==> config.mk <==
export PLATFORM = sky130hd
export DESIGN_NAME = imem_loader
export DESIGN_NICKNAME = d
export VERILOG_FILES = /design/src/rtl/imem_loader_pkg.sv /design/src/rtl/imem_loader.sv
export SDC_FILE = /design/constraint.sdc
export NUM_CORES = 1
export LEC_CHECK = 0
export ABC_AREA = 1
export ABC_CLOCK_PERIOD_IN_PS = 2200
export BUFFER_PORTS_ARGS = -buffer_cell sky130_fd_sc_hd__buf_2
export CAP_MARGIN = 20
export CORE_AREA = 2 2 105 107
export DETAILED_ROUTE_END_ITERATION = 12
export DIE_AREA = 0 0 107 109
export GPL_ROUTABILITY_DRIVEN = 0
export GPL_TIMING_DRIVEN = 1
export PLACE_DENSITY = 0.56
export SYNTH_ARGS = -nofsm -noshare
export SYNTH_HDL_FRONTEND = slang
export SYNTH_SLANG_ARGS = --single-unit
==> constraint.sdc <==
create_clock -name i_clk -period 2.2 [get_ports i_clk]
set_input_delay 0.11 -clock i_clk [delete_from_list [all_inputs] [get_ports i_clk]]
set_output_delay 0.11 -clock i_clk [all_outputs]
set_load 0.03 [all_outputs]
==> src/rtl/imem_loader_pkg.sv <==
// -----------------------------------------------------------------------------
// imem_loader_pkg
//   Shared definitions for the instruction-memory loader and the instruction
//   memory it fills: memory geometry and the loader FSM state encoding.
// -----------------------------------------------------------------------------
package imem_loader_pkg;

  // Instruction memory geometry, shared with the instruction memory itself.
  localparam int IMEM_DEPTH = 64;  // words; also the largest legal load length
  localparam int IMEM_IW    = 22;  // instruction word width
  localparam int IMEM_AW    = 8;   // instruction address width

  // Loader FSM states.
  typedef enum logic [3:0] {
    IDLE  = 4'd0,
    LEN   = 4'd1,
    B0    = 4'd2,
    B1    = 4'd3,
    B2    = 4'd4,
    WRITE = 4'd5,
    CSUM  = 4'd6,
    DONE  = 4'd7,
    ERR   = 4'd8
  } state_t;

endpackage : imem_loader_pkg

==> src/rtl/imem_loader.sv <==
// -----------------------------------------------------------------------------
// imem_loader
//   Sole write path into the instruction memory. Receives a byte stream
//   (LEN, N x {hi, mid, lo}, CSUM) on a valid/ready handshake, packs each
//   three-byte group into a 22-bit instruction word, writes it, and verifies
//   an XOR checksum over LEN and all data bytes. The CPU is held from reset
//   until a load finishes with a good checksum.
//
// Ports
//   i_clk        clock, all state changes on rising edge
//   i_rst        asynchronous active-high reset
//   i_start      one-cycle pulse; starts a load from IDLE, DONE or ERR
//   i_rx_data    stream byte
//   i_rx_valid   i_rx_data valid (held stable until accepted)
//   o_rx_ready   loader can accept a byte this cycle (registered)
//   o_iw_addr    instruction memory write address
//   o_iw_data    instruction memory write data
//   o_iw_we      instruction memory write enable, one pulse per word
//   o_cpu_hold   1 = CPU held; drops only after a successful load
//   o_done       sticky: load completed with good checksum
//   o_err        sticky: load aborted (bad length, bad byte, bad checksum)
//   o_words      number of words written in the current or last load
// -----------------------------------------------------------------------------
module imem_loader
  import imem_loader_pkg::*;
#(
  parameter int DEPTH = IMEM_DEPTH,
  parameter int IW    = IMEM_IW,
  parameter int AW    = IMEM_AW
) (
  input  logic          i_clk,
  input  logic          i_rst,
  input  logic          i_start,
  input  logic [7:0]    i_rx_data,
  input  logic          i_rx_valid,
  output logic          o_rx_ready,
  output logic [AW-1:0] o_iw_addr,
  output logic [IW-1:0] o_iw_data,
  output logic          o_iw_we,
  output logic          o_cpu_hold,
  output logic          o_done,
  output logic          o_err,
  output logic [AW-1:0] o_words
);

  localparam logic [7:0] MAX_N = 8'(DEPTH);

  state_t          r_state;
  logic            r_rx_ready;
  logic [AW-1:0]   r_iw_addr;
  logic [IW-1:0]   r_iw_data;
  logic            r_iw_we;
  logic            r_cpu_hold;
  logic            r_done;
  logic            r_err;
  logic [AW-1:0]   r_words;
  logic [AW-1:0]   r_len;
  logic [7:0]      r_csum;
  logic [IW-9:0]   r_hi_mid;   // hi (6 bits) and mid (8 bits) of the word being packed

  logic            w_accept;
  logic            w_last_word;

  assign w_accept    = i_rx_valid & r_rx_ready;
  assign w_last_word = (r_words + AW'(1)) == r_len;

  // NOTE: all state below updates with non-blocking assignments so every
  // branch sees the pre-edge values; blocking here would create order races.
  always_ff @(posedge i_clk or posedge i_rst) begin
    if (i_rst) begin
      r_state    <= IDLE;
      r_rx_ready <= 1'b0;
      r_iw_addr  <= '0;
      r_iw_data  <= '0;
      r_iw_we    <= 1'b0;
      r_cpu_hold <= 1'b1;
      r_done     <= 1'b0;
      r_err      <= 1'b0;
      r_words    <= '0;
      r_len      <= '0;
      r_csum     <= '0;
      r_hi_mid   <= '0;
    end else begin
      // Write enable is a single-cycle pulse; only the B2 accept raises it.
      r_iw_we <= 1'b0;

      case (r_state)
        IDLE, DONE, ERR: begin
          if (i_start) begin
            r_state    <= LEN;
            r_rx_ready <= 1'b1;
            r_done     <= 1'b0;
            r_err      <= 1'b0;
            r_words    <= '0;
            r_iw_addr  <= '0;
            r_csum     <= '0;
            r_cpu_hold <= 1'b1;
          end
        end

        LEN: begin
          if (w_accept) begin
            r_csum <= r_csum ^ i_rx_data;
            r_len  <= AW'(i_rx_data);
            if (i_rx_data == 8'd0 || i_rx_data > MAX_N) begin
              r_state    <= ERR;
              r_err      <= 1'b1;
              r_rx_ready <= 1'b0;
            end else begin
              r_state <= B0;
            end
          end
        end

        B0: begin
          if (w_accept) begin
            r_csum <= r_csum ^ i_rx_data;
            // Only 6 bits of the hi byte fit in a 22-bit word.
            if (i_rx_data[7:6] != 2'b00) begin
              r_state    <= ERR;
              r_err      <= 1'b1;
              r_rx_ready <= 1'b0;
            end else begin
              r_hi_mid[IW-9:8] <= i_rx_data[5:0];
              r_state          <= B1;
            end
          end
        end

        B1: begin
          if (w_accept) begin
            r_csum        <= r_csum ^ i_rx_data;
            r_hi_mid[7:0] <= i_rx_data;
            r_state       <= B2;
          end
        end

        B2: begin
          if (w_accept) begin
            r_csum     <= r_csum ^ i_rx_data;
            // Present the full word now so the write lands in the WRITE cycle.
            r_iw_data  <= {r_hi_mid, i_rx_data};
            r_iw_we    <= 1'b1;
            r_rx_ready <= 1'b0;
            r_state    <= WRITE;
          end
        end

        WRITE: begin
          r_iw_addr  <= r_iw_addr + AW'(1);
          r_words    <= r_words + AW'(1);
          r_rx_ready <= 1'b1;
          r_state    <= w_last_word ? CSUM : B0;
        end

        CSUM: begin
          if (w_accept) begin
            r_rx_ready <= 1'b0;
            if (i_rx_data == r_csum) begin
              r_state    <= DONE;
              r_done     <= 1'b1;
              r_cpu_hold <= 1'b0;
            end else begin
              r_state <= ERR;
              r_err   <= 1'b1;
            end
          end
        end

        default: begin
          r_state    <= IDLE;
          r_rx_ready <= 1'b0;
        end
      endcase
    end
  end

  assign o_rx_ready = r_rx_ready;
  assign o_iw_addr  = r_iw_addr;
  assign o_iw_data  = r_iw_data;
  assign o_iw_we    = r_iw_we;
  assign o_cpu_hold = r_cpu_hold;
  assign o_done     = r_done;
  assign o_err      = r_err;
  assign o_words    = r_words;

endmodule : imem_loader

==> flow_summary.toml, run 1 <==
[outcome]
run_status = "completed"

[clock_tree]
cts_max_level = 3
clkLatencyLatePin_ns = 0.35
clock_path_buffers = 2
post_cts_buffers = 0
cts.root.buffer_cell = "clkbuf_8"
clock_sinks = 77
hold_buffers = 1
cts_inserted_buffers = 9
post_cts.resized_instances = 0
tritoncts = "built"
clk_pin_slew_ns = 0.08

[synthesis]
netlist_instances = 460
post_synth_num_cell_types = 29
asyncSetResetFlopFracSynth_pct = 100
synth_top_cell_by_area = "dfrtp_1"
postSynth.topFlopCell = "dfrtp_1"
mappedNetlistNets = 474
synth-seq-cells = 77
synth_area_um2 = 3700
yosysSeqAreaShare_pct = 52.1
synthTopCellsByArea = "dfrtp_1 (51%), nand2_1 (16%), o21ai_0 (5.1%)"
mean_post_synth_cell_area_um2 = 8.04
synth-warning-count = 0
synth.top_cell.area_share_pct = 51.4
edff_count_synth = 0

[finish]
area_growth_syn_to_layout_pct = 17.4
antenna_cells_inserted = 0
fin_nets = 534
drive_gt1_share_pct = 19.6
top_library_cells_by_usage_in_the_layout_fill_and_taps_aside = "nand2_1 (153), dfrtp_1 (76), buf_2 (54)"
n_fill_cell = 1071
final_core_util_pct = 40.9
layout.cells.most_common = "nand2_1"

[floorplan]
fp.dieW_um = 107
die_area_um2 = 11700
top_level_ports = 55
initial_core_utilization_pct = 34.9
core-area_um2 = 10600
placement_rows = 38
floorplan.die.height_um = 109

[sta]
setup-tns-final_ns = 0
timing.clock.skew_ns = 0.0123
report.final.slew_viol_count = 0
worst_slew_pin_tran_ns = 0.790
period_needed_ns = 1.88
postLayoutSetupSlackWorst_ns = 0.322
setup_viol = 0
unrepaired_setup_endpoints_after_global_routing = "false"
maxClockFrequency_ghz = 0.532
fin_crit_sh_pct = 85.4
worst_slew_margin_rel_pct = 47.3
hold_viol = 0

[worst_setup_path]
worst-endpoint-required_ns = 2.48
critical_path_arrival_ns = 2.16
worst-path-max-fanout = 16
end_kind = "register"
critPathLaunchType = "register"
crit_type = "reg -> reg"

[grt]
pin_count_of_the_biggest_net_entering_global_routing = 62
grt-ovfl-total = 0
groute.usage.overall_pct = 16.1
grt_pass1_vias = 2995
grt_first_pass_wirelength_um = 14500
antenna_found_initial = 0

[placement]
placement.io_buffers = 54
detailedPlacementHpwl_um = 6290
placement.setup.worst_slack_ns = 0.350

[job]
cap_violations = 0

[drt]
remaining_drc_errors = 0
detailroute.via_count = 3114
post_drt_wl_per_cell_um = 12.9
viasPerCell = 4.68
detail_route.iter0.violations = 188
first_drt_pass_iteration_count = 4
ant_nets = 0
total_routed_length_um = 8610

[worst_hold_path]
class_of_the_tightest_hold_or_removal_check = "in -> reg"

[power]
vdd_drop_max_uv = 352
power_density_nw_per_um2 = 1170
total_leakage_power_uw = 0.00227
Yosys cell counts (2+ instances only):
library cell    n
nand2_1       153
dfrtp_1        76
inv_1          46
o21ai_0        38
nand3_1        34
nor2_1         25
o21ai_1        17
inv_2           9
xnor2_1         9
clkbuf_1        7
nand4_1         7
nand2_2         5
nor2_2          4
nor2_4          4
o21ai_2         4
o22ai_1         4
a31oi_1         2
buf_6           2
clkinv_1        2
ha_1            2
xor2_1          2
state kept, by name, indices dropped and copies added, names as in the netlist:
name / flops
o_cpu_hold: 1
o_done: 1
o_err: 1
o_iw_addr: 8
o_iw_data: 22
o_iw_we: 1
o_rx_ready: 1
o_words: 8
r_csum: 8
r_hi_mid: 14
r_len: 8
r_state: 4
final timing paths:
check / start / slack (ns) / endpoint / cells after the start
setup / recovery: r_state[2] / 0.32 / r_csum[7] / 9
hold / removal: i_start / 0.07 / o_cpu_hold / 3
setup reg to reg: r_state[2] / 0.32 / r_csum[7] / 9
hold reg to reg: o_cpu_hold / 0.46 / o_cpu_hold / 2
max in group asynchronous: i_rst / 1.23 / o_cpu_hold / 4
min in group asynchronous: i_rst / 0.27 / o_words[1] / 3
layout make-up:
type	count	area (um^2)	area share [%]
well taps	140	175	4.04
inverters	57	214	4.93
clock buffers	9	124	2.85
multi-input cells	316	1500	34.6
clock inverters	7	73.8	1.70
repair buffers	59	323	7.44
flip-flops and latches	77	1930	44.4
cell families (layout without fill, tap and decap cells):
| logic type | count (synthesis) | after routing | share of synthesized area (%) |
|---|---|---|---|
| compound gates | 69 | 69 | 10.4 |
| xor+xnor | 11 | 11 | 2.61 |
| fa+ha+maj | 2 | 2 | 0.676 |
| buf+inv | 67 | 132 | 7.24 |
| flops | 77 | 77 | 52.1 |
| simple gates | 234 | 234 | 26.9 |
metrics by stage:
| stage | instances | hold WS (ns) | area (um^2) | total power, uW |
|---|---|---|---|---|
| floorplan | 460 | 0.266 | 3700 | 3590 |
| global placement | 648 | 0.116 | 4130 | 3980 |
| detailed placement | 648 | 0.121 | 4130 | 4010 |
| CTS | 665 | 0.0662 | 4340 | 5120 |
| global route | 665 | 0.0971 | 4340 | 5460 |
| finish | 665 | 0.0742 | 4340 | 5060 |
critical path, stage by stage (launching register included):
cell and delay, ns:
dfrtp_1 0.41, inv_2 0.10, nor2_4 0.05, nand2_1 0.14, nand2_1 0.11, nor2_4 0.30
o21ai_2 0.11, a21oi_4 0.39, nand2_1 0.10, o21ai_1 0.10
routing by layer:
metal | global-route usage [%] | vias to the layer above | wire, um
met3 | 4.12 | 8 | 339
li1 | - | 1579 | -
met1 | 21.6 | 1458 | 4110
met5 | 0 | - | 0
met2 | 25.0 | 69 | 4030
met4 | 6.77 | 0 | 129
power breakdown:
group | internal (uW) | switching (uW)
registers | 1800 | 260
clock network | 528 | 563
logic | 599 | 1310
total | 2930 | 2130
(Power assumes the default switching activity.)
==> inputs of run 2 (changes only) <==
--- a/config.mk
+++ b/config.mk
@@ -7,9 +7,10 @@
 export LEC_CHECK = 0
 export ABC_AREA = 1
 export ABC_CLOCK_PERIOD_IN_PS = 2200
-export BUFFER_PORTS_ARGS = -buffer_cell sky130_fd_sc_hd__buf_2
+export BUFFER_PORTS_ARGS = -buffer_cell sky130_fd_sc_hd__clkbuf_2
 export CAP_MARGIN = 20
 export CORE_AREA = 2 2 105 107
+export CTS_BUF_LIST = sky130_fd_sc_hd__clkbuf_4
 export DETAILED_ROUTE_END_ITERATION = 12
 export DIE_AREA = 0 0 107 109
 export GPL_ROUTABILITY_DRIVEN = 0
==> flow_summary.toml, run 2 (synthesis results as in run 1) <==
[drt]
detail_route.iter0.violations = 217
post_drt_wl_per_cell_um = 12.9
first_drt_pass_iteration_count = 4
total_routed_length_um = 8640
remaining_drc_errors = 0
detailroute.via_count = 3177
ant_nets = 0
viasPerCell = 4.76

[floorplan]
placement_rows = 38
floorplan.die.height_um = 109
top_level_ports = 55
die_area_um2 = 11700
fp.dieW_um = 107
core-area_um2 = 10600
initial_core_utilization_pct = 34.9

[sta]
worst_slew_pin_tran_ns = 0.815
hold_viol = 0
maxClockFrequency_ghz = 0.533
report.final.slew_viol_count = 0
period_needed_ns = 1.88
setup_viol = 0
hold_ws_ns = 0.0379
worst_slew_margin_rel_pct = 45.6
setup-tns-final_ns = 0
unrepaired_setup_endpoints_after_global_routing = "false"
timing.clock.skew_ns = 0.0133
fin_crit_sh_pct = 85.3

[grt]
pin_count_of_the_biggest_net_entering_global_routing = 78
grt-ovfl-total = 0
groute.usage.overall_pct = 16.1
antenna_found_initial = 1
grt_pass1_vias = 3049
grt_first_pass_wirelength_um = 14600

[placement]
detailedPlacementHpwl_um = 6160
placed_area_um2 = 4130
placement.io_buffers = 54

[finish]
layout.cells.most_common = "nand2_1"
n_fill_cell = 1090
largest_register_ff_count = 22
design_area_um2 = 4290
top_library_cells_by_usage_in_the_layout_fill_and_taps_aside = "nand2_1 (153), dfrtp_1 (76), clkbuf_2 (54)"
drive_gt1_share_pct = 19.2
fin_nets = 535
area_growth_syn_to_layout_pct = 16.1

[worst_hold_path]
worst_hold_start = "i_rx_data[7]"
class_of_the_tightest_hold_or_removal_check = "in -> reg"

[worst_setup_path]
critPathMostFrequentCell = "nand2_1"
worstPathCellList = "inv_2 -> nor2_4 -> nand2_1 -> nand2_1 -> nor2_4 -> o21ai_2 -> a21oi_4 -> nand2_1 -> o21ai_1"
slowest_cell_delay_on_critical_path_ns = 0.43
critPathLaunchType = "register"
end_kind = "register"
worst-path-max-fanout = 16
crit_type = "reg -> reg"
critical_path.top_delay_family = "simple AND/OR/NAND/NOR gates"
cp_slowest_cell = "dfrtp_1"
critical_path.startpoint = "r_state[2]"
buf_inv_on_cp = 1
r2r_start = "r_state[2]"
worst-endpoint-required_ns = 2.59
critical_path_arrival_ns = 2.26

[power]
power_density_nw_per_um2 = 1130
vdd_drop_max_uv = 366
total_leakage_power_uw = 0.00221

[clock_tree]
post_cts.resized_instances = 0
clkLatencyLatePin_ns = 0.45
hold_buffers = 2
clock_path_buffers = 2
cts_inserted_buffers = 9
cts.root.buffer_cell = "clkbuf_4"
clock_sinks = 77
tritoncts = "built"
clk_pin_slew_ns = 0.13
post_cts_buffers = 0
cts_max_level = 3

[outcome]
run_status = "completed"

[job]
cap_violations = 0
-- run 2: changes by cell type in the layout (fill, tap and decap cells not counted) --
cell           delta
clkinv_4          +1
clkinv_1          +2
inv_6             -1
buf_2            -54
clkbuf_8          -9
clkbuf_2         +54
diode_2           +1
dlygate4sd3_1     +1
clkbuf_4         +10
clkinv_2          -2
clkinvlp_4        -1
-- run 2: through the flow --
step | setup slack [ns] | std cells | utilization [%] | total power, uW
2_1_floorplan | 0.125 | 460 | - | 3590
3_3_place_gp | 0.430 | 648 | 39.0 | 3970
3_5_place_dp | 0.326 | 648 | 39.0 | 4010
4_1_cts | 0.314 | 666 | 40.5 | 4900
5_1_grt | 0.116 | 667 | 40.5 | 5240
6_report | 0.324 | 667 | 40.5 | 4850
-- run 2: cell type report --
class | count | area, um^2 | area share (%)
multi-input combinational | 316 | 1500 | 35.0
tap | 140 | 175 | 4.08
sequential | 77 | 1930 | 44.9
timing repair buffer | 60 | 333 | 7.75
antenna | 1 | 2.50 | 0.0583
clock inverter | 6 | 63.8 | 1.49
clock buffer | 10 | 75.1 | 1.75
inverter | 57 | 214 | 4.98
-- run 2: power breakdown --
| part | leakage [uW] | total, uW | switching, uW | internal [uW] |
|---|---|---|---|---|
| Sequential | 0.00104 | 2070 | 265 | 1800 |
| Combinational | 0.00110 | 1900 | 1310 | 596 |
| Clock | 0.0000756 | 881 | 524 | 358 |
-- run 2: routing by layer --
layer  global-route usage [%]  vias up  wire length, um
met5                        0        -                0
met1                     21.5     1522             4210
met2                     25.2       52             3970
met3                     2.81       15              236
met4                     8.35        0              222
li1                         -     1588                -
-- run 2: worst paths after layout --
check                           endpoint  slack, ns  cells past startpoint
setup / recovery               r_csum[2]       0.32                      9
hold / removal              o_iw_data[7]       0.04                      3
setup reg to reg               r_csum[2]       0.32                      9
hold reg to reg               o_cpu_hold       0.48                      2
max in group asynchronous     o_cpu_hold       1.55                      4
min in group asynchronous  o_iw_data[14]       0.25                      4
-- run 2: worst reg2reg max path, stage by stage (launching register included) --
cell,delay [ns]
dfrtp_1,0.43
inv_2,0.10
nor2_4,0.05
nand2_1,0.13
nand2_1,0.12
nor2_4,0.29
o21ai_2,0.11
a21oi_4,0.38
nand2_1,0.11
o21ai_1,0.10
